<file path="src/rtl/rv32m_muldiv_unit_if.sv">
// ---------------------------------------------------------------------------
// rv32m_muldiv_unit_if
// Request/result bundle between the issue stage, the RV32M multiply/divide
// unit and the writeback mux.
//   in_valid  / in_ready   : operation request handshake
//   funct3                 : RV32M operation select
//   rs1_data / rs2_data    : source operands from the register file
//   rd_addr                : destination index carried with the operation
//   out_valid / out_ready  : result handshake towards writeback
//   out_rd / out_data      : destination index and 32-bit result
// master = requester/consumer side, slave = the execution unit.
// ---------------------------------------------------------------------------
interface rv32m_muldiv_unit_if;
  logic        in_valid;
  logic        in_ready;
  logic [2:0]  funct3;
  logic [31:0] rs1_data;
  logic [31:0] rs2_data;
  logic [4:0]  rd_addr;
  logic        out_valid;
  logic        out_ready;
  logic [4:0]  out_rd;
  logic [31:0] out_data;

  modport master (
    output in_valid, funct3, rs1_data, rs2_data, rd_addr, out_ready,
    input  in_ready, out_valid, out_rd, out_data
  );

  modport slave (
    input  in_valid, funct3, rs1_data, rs2_data, rd_addr, out_ready,
    output in_ready, out_valid, out_rd, out_data
  );
endinterface

</file>
<file path="src/rtl/rv32m_muldiv_unit.sv">
// ---------------------------------------------------------------------------
// rv32m_muldiv_unit
// Iterative RV32M multiply/divide unit, one operation in flight.
// Normal operations iterate 32 cycles (radix-2 shift-add multiply or
// restoring divide) followed by a sign-fix/result-select cycle; divide by
// zero and signed overflow skip the iterations.
//   clk    : rising-edge clock
//   rst_n  : asynchronous active-low reset
//   flush  : synchronous kill of any in-flight or pending result
//   bus    : request/result handshake (see rv32m_muldiv_unit_if)
// ---------------------------------------------------------------------------
module rv32m_muldiv_unit (
  input  logic clk,
  input  logic rst_n,
  input  logic flush,
  rv32m_muldiv_unit_if.slave bus
);

  typedef enum logic [1:0] {IDLE, CALC, FIX, DONE} state_t;

  state_t      state_q, state_d;
  logic [5:0]  cnt_q, cnt_d;
  logic [2:0]  op_q, op_d;
  logic [4:0]  rd_q, rd_d;
  logic [31:0] b_q, b_d;
  logic [63:0] prod_q, prod_d;
  logic [31:0] quot_q, quot_d;
  logic [31:0] rem_q, rem_d;
  logic        negRes_q, negRes_d;
  logic        negRem_q, negRem_d;
  logic [31:0] outData_q, outData_d;
  logic [4:0]  outRd_q, outRd_d;

  // Operand signedness and magnitudes, decoded straight from the request.
  // MULH/DIV/REM treat both operands as signed, MULHSU only rs1.
  logic        aSigned, bSigned, aNeg, bNeg;
  logic [31:0] magA, magB;
  logic        divZero, divOvf;
  logic [31:0] specRes;

  assign aSigned = (bus.funct3 == 3'b001) || (bus.funct3 == 3'b010) ||
                   (bus.funct3 == 3'b100) || (bus.funct3 == 3'b110);
  assign bSigned = (bus.funct3 == 3'b001) || (bus.funct3 == 3'b100) ||
                   (bus.funct3 == 3'b110);
  assign aNeg    = aSigned && bus.rs1_data[31];
  assign bNeg    = bSigned && bus.rs2_data[31];
  assign magA    = aNeg ? (32'd0 - bus.rs1_data) : bus.rs1_data;
  assign magB    = bNeg ? (32'd0 - bus.rs2_data) : bus.rs2_data;

  // Special cases finish without iterating. funct3[1] distinguishes the
  // remainder ops; funct3[0]==0 picks the signed DIV/REM pair for overflow.
  assign divZero = bus.funct3[2] && (bus.rs2_data == 32'd0);
  assign divOvf  = bus.funct3[2] && !bus.funct3[0] &&
                   (bus.rs1_data == 32'h8000_0000) &&
                   (bus.rs2_data == 32'hFFFF_FFFF);
  assign specRes = divZero ? (bus.funct3[1] ? bus.rs1_data : 32'hFFFF_FFFF)
                           : (bus.funct3[1] ? 32'd0 : 32'h8000_0000);

  // One iteration of each datapath. The multiplier sits in the low half of
  // the product and is shifted out as the partial sum is shifted in; the
  // dividend shifts out of the quotient register into the partial remainder.
  logic [32:0] mulSum;
  logic [63:0] mulNext;
  logic [32:0] remShift, remDiff;

  assign mulSum   = {1'b0, prod_q[63:32]} + (prod_q[0] ? {1'b0, b_q} : 33'd0);
  assign mulNext  = {mulSum, prod_q[31:1]};
  assign remShift = {rem_q, quot_q[31]};
  assign remDiff  = remShift - {1'b0, b_q};

  // Sign correction and result selection used in the FIX cycle.
  logic [63:0] prodFix;
  logic [31:0] quotFix, remFix, fixResult;

  assign prodFix = negRes_q ? (64'd0 - prod_q) : prod_q;
  assign quotFix = negRes_q ? (32'd0 - quot_q) : quot_q;
  assign remFix  = negRem_q ? (32'd0 - rem_q) : rem_q;

  always_comb begin
    fixResult = remFix;
    case (op_q)
      3'b000:                 fixResult = prodFix[31:0];
      3'b001, 3'b010, 3'b011: fixResult = prodFix[63:32];
      3'b100, 3'b101:         fixResult = quotFix;
      default:                fixResult = remFix;
    endcase
  end

  // Next-state logic. flush wins over everything and leaves the output
  // registers untouched. Special cases preload their answer into both the
  // quotient and remainder registers with the sign flags cleared, so the
  // ordinary FIX selection delivers it one cycle after accept.
  always_comb begin
    state_d   = state_q;
    cnt_d     = cnt_q;
    op_d      = op_q;
    rd_d      = rd_q;
    b_d       = b_q;
    prod_d    = prod_q;
    quot_d    = quot_q;
    rem_d     = rem_q;
    negRes_d  = negRes_q;
    negRem_d  = negRem_q;
    outData_d = outData_q;
    outRd_d   = outRd_q;
    if (flush) begin
      state_d = IDLE;
    end else begin
      case (state_q)
        IDLE: begin
          if (bus.in_valid) begin
            op_d     = bus.funct3;
            rd_d     = bus.rd_addr;
            cnt_d    = 6'd0;
            b_d      = magB;
            prod_d   = {32'd0, magA};
            quot_d   = magA;
            rem_d    = 32'd0;
            negRes_d = aNeg ^ bNeg;
            negRem_d = aNeg;
            if (divZero || divOvf) begin
              quot_d   = specRes;
              rem_d    = specRes;
              negRes_d = 1'b0;
              negRem_d = 1'b0;
              state_d  = FIX;
            end else begin
              state_d  = CALC;
            end
          end
        end
        CALC: begin
          prod_d = mulNext;
          if (!remDiff[32]) begin
            rem_d  = remDiff[31:0];
            quot_d = {quot_q[30:0], 1'b1};
          end else begin
            rem_d  = remShift[31:0];
            quot_d = {quot_q[30:0], 1'b0};
          end
          cnt_d = cnt_q + 6'd1;
          if (cnt_q == 6'd31) state_d = FIX;
        end
        FIX: begin
          outData_d = fixResult;
          outRd_d   = rd_q;
          state_d   = DONE;
        end
        DONE: begin
          if (bus.out_ready) state_d = IDLE;
        end
        default: state_d = IDLE;
      endcase
    end
  end

  // State and datapath registers; reset returns the unit to an idle,
  // cleared result.
  always_ff @(posedge clk or negedge rst_n) begin
    if (!rst_n) begin
      state_q   <= IDLE;
      cnt_q     <= 6'd0;
      op_q      <= 3'd0;
      rd_q      <= 5'd0;
      b_q       <= 32'd0;
      prod_q    <= 64'd0;
      quot_q    <= 32'd0;
      rem_q     <= 32'd0;
      negRes_q  <= 1'b0;
      negRem_q  <= 1'b0;
      outData_q <= 32'd0;
      outRd_q   <= 5'd0;
    end else begin
      state_q   <= state_d;
      cnt_q     <= cnt_d;
      op_q      <= op_d;
      rd_q      <= rd_d;
      b_q       <= b_d;
      prod_q    <= prod_d;
      quot_q    <= quot_d;
      rem_q     <= rem_d;
      negRes_q  <= negRes_d;
      negRem_q  <= negRem_d;
      outData_q <= outData_d;
      outRd_q   <= outRd_d;
    end
  end

  assign bus.in_ready  = (state_q == IDLE);
  assign bus.out_valid = (state_q == DONE);
  assign bus.out_data  = outData_q;
  assign bus.out_rd    = outRd_q;

endmodule

</file>
<file path="src/flat_wrapper.sv">
// flat-port wrapper written by rule: the top's interface ports become plain ports
module rv32m_muldiv_unit_flat 
  (clk, rst_n, flush, bus_in_valid, bus_funct3, bus_rs1_data, bus_rs2_data, bus_rd_addr, bus_out_ready, bus_in_ready, bus_out_valid, bus_out_rd, bus_out_data);
  rv32m_muldiv_unit_if bus_i ();
  input  logic clk;
  input  logic rst_n;
  input  logic flush;
  input wire logic [$bits(bus_i.in_valid)-1:0] bus_in_valid;
  input wire logic [$bits(bus_i.funct3)-1:0] bus_funct3;
  input wire logic [$bits(bus_i.rs1_data)-1:0] bus_rs1_data;
  input wire logic [$bits(bus_i.rs2_data)-1:0] bus_rs2_data;
  input wire logic [$bits(bus_i.rd_addr)-1:0] bus_rd_addr;
  input wire logic [$bits(bus_i.out_ready)-1:0] bus_out_ready;
  output wire logic [$bits(bus_i.in_ready)-1:0] bus_in_ready;
  output wire logic [$bits(bus_i.out_valid)-1:0] bus_out_valid;
  output wire logic [$bits(bus_i.out_rd)-1:0] bus_out_rd;
  output wire logic [$bits(bus_i.out_data)-1:0] bus_out_data;
  assign bus_i.in_valid = bus_in_valid;
  assign bus_i.funct3 = bus_funct3;
  assign bus_i.rs1_data = bus_rs1_data;
  assign bus_i.rs2_data = bus_rs2_data;
  assign bus_i.rd_addr = bus_rd_addr;
  assign bus_i.out_ready = bus_out_ready;
  assign bus_in_ready = bus_i.in_ready;
  assign bus_out_valid = bus_i.out_valid;
  assign bus_out_rd = bus_i.out_rd;
  assign bus_out_data = bus_i.out_data;
  rv32m_muldiv_unit u_core (.clk(clk), .rst_n(rst_n), .flush(flush), .bus(bus_i));
endmodule
</file>
<file path="config.mk">
export PLATFORM = sky130hd
export DESIGN_NAME = rv32m_muldiv_unit_flat
export DESIGN_NICKNAME = d
export VERILOG_FILES = /design/src/rtl/rv32m_muldiv_unit_if.sv /design/src/rtl/rv32m_muldiv_unit.sv /design/src/flat_wrapper.sv
export SDC_FILE = /design/constraint.sdc
export NUM_CORES = 1
export LEC_CHECK = 0
export ABC_AREA = 1
export CORE_MARGIN = 1.5
export CORE_UTILIZATION = 35
export DETAILED_ROUTE_END_ITERATION = 6
export GPL_ROUTABILITY_DRIVEN = 1
export HOLD_SLACK_MARGIN = 0.15
export PLACE_DENSITY = 0.49
export RECOVER_POWER = 50
export SLEW_MARGIN = 25
export SYNTH_ARGS = -nofsm -noshare
export SYNTH_HDL_FRONTEND = slang
export SYNTH_SLANG_ARGS = --single-unit
</file>
<file path="constraint.sdc">
create_clock -name clk -period 3 [get_ports clk]
set_input_delay 0.3 -clock clk [delete_from_list [all_inputs] [get_ports clk]]
set_output_delay 0.3 -clock clk [all_outputs]
set_load 0.01 [all_outputs]
</file>
==> impl_metrics.py, run 1 <==
metrics = {
    "critical_path": {
        "r2r_slack_ns": 0.24,
        "end_kind": "flip-flop",
        "worstSetupPathType": "reg2reg",
        "cp_cell_sequence": "buf_12, nand2_1, inv_1, ha_1, a21oi_1, nand2_1, a21boi_0, o21ai_0, nand2_1, nand2_1, o21ai_0, o21ai_0",
        "critPathTopFamily": "compound AO/OA/AOI/OAI gates",
        "start_kind": "flip-flop",
        "arrival_ns": 3.22,
        "crit_slowest_cell": "dfrtp_1",
        "regToRegEndpoint": "u_core.prod_q[52]",
        "worst_ep_required_time_ns": 3.46,
        "worst_path_largest_cell_delay_ns": 0.43,
        "cp_max_fo": 31,
        "reg2reg_from": "u_core.prod_q[0]",
        "path_common_cell": "nand2_1",
        "reg2reg_depth": 12,
        "crit_buf_inv": 2,
    },
    "global_route": {
        "grt_pass1_wl_um": 147600,
        "grt-ovfl-total": 0,
        "grt_max_degree": 85,
        "antenna_found_initial": 1,
        "first_global_vias": 22697,
        "grt_use_total_pct": 31.16,
    },
    "finish": {
        "fillers": 6760,
        "areaGrowthSynthToFinish_pct": 16.89,
        "regArea_um2": 5381,
        "finalNonFillerCells": 4593,
        "diodes": 0,
        "fin_util_pct": 41.54,
        "final_cell_mix": "nand2_1, inv_1, nor2_1, nand3_1, o21ai_0",
        "layout_commonest_cell": "nand2_1",
        "drive_gt1_share_pct": 7.478,
        "nets": 3941,
        "multi_input_area_um2": 13600,
    },
    "pwr": {
        "power_frac_clock_pct": 11.8,
        "leakage_nw": 12.74,
        "switching_share_pct": 57.71,
        "p_int_mw": 13.81,
        "power_switching_mw": 18.84,
        "vdd_drop_max_v": 0.0006727,
        "cellPowerDensity_nw_per_um2": 1297,
        "p_seq_share_pct": 19.3,
        "pwr-share-comb_pct": 68.9,
    },
    "sta": {
        "worstMarginPinSlew_ns": 1.741,
        "post-route-min-period_ns": 2.758,
        "rsz0062_at_grt": "false",
        "slew_headroom_pct": -16.10,
        "drv_slew": 54,
        "tns_ns": 0,
        "hold_viol_final": 0,
        "clock_skew_ns": 0.01291,
        "finalSetupViolCount": 0,
        "finalCritPeriodShare_pct": 91.95,
        "fmax_mhz": 362.5,
    },
    "clocking": {
        "htreeDepth": 1,
        "post_cts_buffers": 0,
        "clkTransAtPathRegs_ns": 0.06,
        "cts_buffers": 30,
        "cts_max_path_buffers": 3,
        "cts_tree": "yes",
        "cts-root-buf": "clkbuf_16",
        "clk_latency_ns": 0.60,
        "cts.sinks": 215,
    },
    "detailed_routing": {
        "drcViolationCount": 0,
        "vias_per_cell": 5.342,
        "vias": 24535,
        "wl_um": 99550,
        "avgRoutedWirePerCell_um": 21.67,
        "ant_nets": 0,
        "dr.pass1.iters": 6,
        "drt_iter0_markers": 2620,
    },
    "floorplan": {
        "die_area_um2": 63010,
        "die_w_um": 251.0,
        "num_io_pins": 116,
        "coreArea_um2": 60580,
        "rows": 90,
        "die_h_um": 251.0,
        "initial_core_util_pct": 35.54,
    },
    "run_status": {
        "violations": "capacitance limit, slew limit",
        "status": "complete, but fails checks",
    },
    "placement": {
        "numPortBuffers": 115,
        "gp_congestion": 0.9788,
        "dp.cells": 4536,
        "dp_hpwl_um": 81330,
    },
    "synth": {
        "synth_warnings": 0,
        "synth_nets": 3797,
        "netlist_instances": 3643,
        "ys.flop_type": "dfrtp_1",
        "yosysSeqAreaShare_pct": 24.99,
        "postSynthAreaPerCell_um2": 5.910,
        "synth-edff-count": 0,
        "netlist_area_um2": 21530,
        "synth.distinct_cells": 57,
        "ys_seq_elements": 215,
        "async_reset_ff_share_pct": 100.0,
    },
    "worst_hold_path": {
        "holdPathEnd": "u_core.rd_q[4]",
        "hold_path.class": "in2reg",
        "hold_depth": 3,
        "hp-start": "bus_rd_addr[4]",
    },
    "flow_run": {
        "max_cap_viol_count": 1,
    },
}
==> cell usage after synthesis, types with 5 or more instances <==
| master | instances | area (um^2) |
|---|---|---|
| xnor2_1 | 10 | 87.58 |
| nor2_1 | 472 | 1772 |
| a21oi_2 | 12 | 105.1 |
| buf_2 | 27 | 135.1 |
| nor3_1 | 37 | 185.2 |
| xor2_1 | 41 | 359.1 |
| and2_1 | 5 | 31.28 |
| nand3b_1 | 10 | 75.07 |
| nor2_2 | 10 | 62.56 |
| nand2_2 | 9 | 56.30 |
| buf_1 | 17 | 63.81 |
| o21bai_1 | 5 | 37.54 |
| inv_2 | 24 | 90.09 |
| nand2_1 | 977 | 3667 |
| nand2_4 | 17 | 191.4 |
| o211ai_1 | 19 | 142.6 |
| o21a_1 | 7 | 52.55 |
| a22oi_1 | 31 | 232.7 |
| a21o_1 | 9 | 67.56 |
| inv_1 | 529 | 1986 |
| nor2_4 | 5 | 56.30 |
| ha_1 | 75 | 938.4 |
| nand3_2 | 14 | 140.1 |
| or2_2 | 15 | 93.84 |
| dfrtp_1 | 215 | 5380 |
| o21ai_0 | 256 | 1281 |
| o22ai_1 | 20 | 125.1 |
| a21oi_1 | 225 | 1126 |
| nand3_1 | 345 | 1727 |
| o21ai_1 | 32 | 160.2 |
| nand4_1 | 62 | 387.9 |
| clkbuf_1 | 61 | 229.0 |
| o21ai_2 | 5 | 43.79 |
==> per-stage QoR <==
step	setup slack [ns]	hold WS, ns	cell area (um^2)	total power [mW]
6_report	0.2415	0.2437	25170	32.65
2_1_floorplan	0.4407	0.004409	21530	19.92
5_1_grt	0.04928	0.2533	25170	35.15
3_3_place_gp	0.2070	0.2575	24140	28.37
4_1_cts	0.2540	0.2157	25200	32.32
3_5_place_dp	0.2134	0.2593	24140	28.33
==> cell families (layout without fill, tap and decap cells) <==
kind of cell / count (synthesis) / in the layout / synth area share [%]
and+or+nand+nor: 1996 / 1996 / 39.98
AOI/OAI and AO/OA: 637 / 637 / 16.35
adders and majority gates: 77 / 77 / 4.544
buffers and inverters: 666 / 834 / 11.98
xor gates and xnor gates: 52 / 52 / 2.150
DFF: 215 / 215 / 24.99
==> sequential cells by signal (all words and copies together) (netlist names) <==
register / flops
u_core.b_q: 32
u_core.rem_q: 32
u_core.quot_q: 32
u_core.op_q: 3
u_core.bus.out_rd: 5
u_core.bus.out_data: 32
u_core.rd_q: 5
u_core.negRes_q: 1
u_core.state_q: 2
u_core.prod_q: 64
u_core.negRem_q: 1
u_core.cnt_q: 6
==> what timing repair did <==
action                                  4_1_cts  5_1_grt
hold buffers                                  1        0
endpoints found under the setup margin        0        0
hold endpoints to repair                    200        0
resized for setup                             0        0
==> worst register-to-register path, delay by kind of cell (launching register included) <==
family,cells,cell delay [ns]
AO/OA/AOI/OAI,5,1.26
flip-flops,1,0.43
AND/OR/NAND/NOR,4,0.38
adder cells (fa/ha/maj),1,0.33
buffers and inverters,2,0.24
==> how the worst max path moves through the flow <==
stage | startpoint | end | cells past startpoint
after floorplan | u_core.prod_q[0] | u_core.prod_q[59] | 17
after detailed placement | bus_rs1_data[28] | u_core.state_q[1] | 12
after global routing | u_core.prod_q[0] | u_core.prod_q[52] | 12
after CTS | u_core.prod_q[0] | u_core.prod_q[52] | 12
after global placement | bus_rs1_data[28] | u_core.state_q[0] | 13
final | u_core.prod_q[0] | u_core.prod_q[52] | 12
==> cell type report <==
class                           instances  area share [%]
Clock inverter                         20          0.9048
Inverter                              556           8.297
Clock buffer                           36           3.276
Timing Repair Buffer                  222           8.228
Tap cell                              782           3.888
Multi-Input combinational cell       2762           54.02
Sequential cell                       215           21.38
==> metal layers <==
| metal | wire length [um] | GRT usage (%) | share of wire (%) | vias to the layer above |
|---|---|---|---|---|
| li1 | - | - | - | 12038 |
| met5 | 0 | 0 | 0 | - |
| met4 | 3615 | 10.10 | 3.6 | 0 |
| met1 | 45840 | 45.45 | 46 | 11356 |
| met3 | 7632 | 3.800 | 7.7 | 138 |
| met2 | 42470 | 47.42 | 43 | 1003 |
==> power by group through the flow <==
stage	registers (mW)	clock network [mW]	logic (mW)
3_3_place_gp	6.27	0	22.1
4_1_cts	6.22	3.92	22.2
5_1_grt	6.39	4.03	24.7
3_5_place_dp	6.26	0	22.1
6_report	6.30	3.85	22.5
2_1_floorplan	5.42	0	14.5
Power figures use the tool's default switching activity.
==> run 2, diff against run 1 <==
==> constraint.sdc (replaced) <==
create_clock -name clk -period 3.3 [get_ports clk]
set_input_delay 0.33 -clock clk [delete_from_list [all_inputs] [get_ports clk]]
set_output_delay 0.33 -clock clk [all_outputs]
set_load 0.01 [all_outputs]
==> run 2 against run 1 <==
Against the previous run:
- the run still ends with capacitance limit, slew limit left
- via count is 0.25% lower
- non-clock buffer count shrank 34
- largest cell class unchanged
- fmax fell by 8.4%
- clock skew grew 0.037 ns
- cell area down 1.7%
==> impl_metrics.py, run 2 (synthesized netlist as in run 1, its figures left out) <==
metrics = {
    "run_status": {
        "status": "complete, but fails checks",
        "violations": "capacitance limit, slew limit",
    },
    "placement": {
        "numPortBuffers": 115,
        "dp.cells": 4502,
        "dpl-instance-area_um2": 23850,
        "gp_congestion": 1.005,
        "dp_hpwl_um": 80370,
    },
    "pwr": {
        "pwr-share-comb_pct": 69.3,
        "power_frac_clock_pct": 10.8,
        "switching_share_pct": 58.59,
        "vdd_drop_max_v": 0.0005190,
        "p_seq_share_pct": 19.9,
        "power_switching_mw": 16.95,
        "p_int_mw": 11.98,
        "leakage_nw": 12.49,
        "cellPowerDensity_nw_per_um2": 1170,
    },
    "detailed_routing": {
        "wl_um": 98990,
        "avgRoutedWirePerCell_um": 21.73,
        "ant_nets": 0,
        "dr.pass1.iters": 6,
        "drcViolationCount": 0,
        "vias": 24474,
        "drt_iter0_markers": 2667,
        "vias_per_cell": 5.373,
    },
    "sta": {
        "finalSetupViolCount": 0,
        "clock_skew_ns": 0.04966,
        "rsz0062_at_grt": "false",
        "slew_headroom_pct": -19.77,
        "fmax_mhz": 332.1,
        "tns_ns": 0,
        "post-route-min-period_ns": 3.011,
        "hold_viol_final": 0,
        "finalCritPeriodShare_pct": 91.24,
        "worstMarginPinSlew_ns": 1.797,
        "drv_slew": 104,
    },
    "floorplan": {
        "num_io_pins": 116,
        "initial_core_util_pct": 35.54,
        "rows": 90,
        "die_area_um2": 63010,
        "die_w_um": 251.0,
        "die_h_um": 251.0,
        "coreArea_um2": 60580,
    },
    "clocking": {
        "hold_buffers": 1,
        "cts_max_path_buffers": 3,
        "cts.sinks": 215,
        "cts_resized": 0,
        "clkTransAtPathRegs_ns": 0.06,
        "clk_latency_ns": 0.60,
        "htreeDepth": 1,
        "cts_buffers": 29,
        "cts-root-buf": "clkbuf_16",
        "cts_tree": "yes",
        "post_cts_buffers": 0,
    },
    "finish": {
        "layout_commonest_cell": "nand2_1",
        "fin_util_pct": 40.82,
        "finalNonFillerCells": 4555,
        "final_cell_mix": "nand2_1, inv_1, nor2_1, nand3_1, o21ai_0",
        "regMostFlops": "u_core.prod_q",
        "largest_reg_flops": 64,
        "final_cell_area_um2": 24730,
        "fillers": 6788,
        "nets": 3906,
        "drive_gt1_share_pct": 6.202,
        "areaGrowthSynthToFinish_pct": 14.87,
        "diodes": 0,
    },
    "flow_run": {
        "max_cap_viol_count": 3,
    },
    "global_route": {
        "antenna_found_initial": 1,
        "grt_use_total_pct": 30.77,
        "first_global_vias": 22706,
        "grt_pass1_wl_um": 146000,
        "grt-ovfl-total": 0,
        "grt_max_degree": 98,
    },
    "critical_path": {
        "worst_ep_required_time_ns": 3.77,
        "worstSetupPathType": "reg2reg",
        "arrival_ns": 3.48,
        "cp_max_fo": 29,
        "end_kind": "flip-flop",
        "start_kind": "flip-flop",
    },
    "worst_hold_path": {
        "hold_path.class": "in2reg",
    },
}
==> run 2: power groups by stage <==
stage / Combinational [mW] / Clock, mW / Sequential [mW]
after detailed placement: 19.7 / 0 / 5.73
after floorplan: 13.2 / 0 / 4.93
final: 20.0 / 3.12 / 5.77
after CTS: 19.7 / 3.18 / 5.70
after global routing: 22.0 / 3.26 / 5.88
after global placement: 19.7 / 0 / 5.75
==> run 2: area by class of cell <==
class | count | area (um^2) | area share, %
timing repair buffer | 188 | 1773 | 7.169
sequential | 215 | 5381 | 21.76
tap | 782 | 978.4 | 3.956
clock inverter | 9 | 85.08 | 0.3440
inverter | 556 | 2088 | 8.444
clock buffer | 43 | 828.3 | 3.349
multi-input combinational | 2762 | 13600 | 54.98
==> run 2: final timing paths <==
check	to	cells after the start	start	slack, ns
min in group asynchronous	u_core.prod_q[59]	2	rst_n	0.34
hold reg to reg	u_core.bus.out_rd[4]	2	u_core.bus.out_rd[4]	0.48
setup / recovery	u_core.rem_q[21]	15	u_core.rem_q[22]	0.29
max in group asynchronous	u_core.prod_q[16]	3	rst_n	0.69
setup reg to reg	u_core.rem_q[21]	15	u_core.rem_q[22]	0.29
hold / removal	u_core.rd_q[4]	3	bus_rd_addr[4]	0.33
==> run 2: metal layers <==
layer | vias to the layer above | wire length (um) | global-route usage [%]
li1 | 11965 | - | -
met3 | 121 | 7932 | 4.162
met2 | 1003 | 42960 | 47.56
met5 | - | 0 | 0
met4 | 0 | 3251 | 9.053
met1 | 11385 | 44840 | 44.38
==> run 2: metrics by stage <==
stage	hold slack [ns]	power, mW	setup WS [ns]
floorplan	0.03441	18.11	0.7407
CTS	0.3033	28.61	0.3422
global route	0.3294	31.14	0.1423
detailed placement	0.4155	25.39	0.3138
finish	0.3250	28.93	0.2892
global placement	0.4084	25.44	0.2862
==> run 2: critical path: stages (launching register included) <==
cell and delay (ns):
dfrtp_1 0.49, ha_1 0.48, nand2_2 0.15, inv_2 0.04, nand2_1 0.05, nand2_1 0.10
inv_2 0.07, nand2_2 0.08, a21oi_4 0.26, nand2_4 0.09, nand2_4 0.23, nand2_2 0.11
buf_12 0.19, nand2_4 0.09, nand3_2 0.12, a21oi_2 0.33
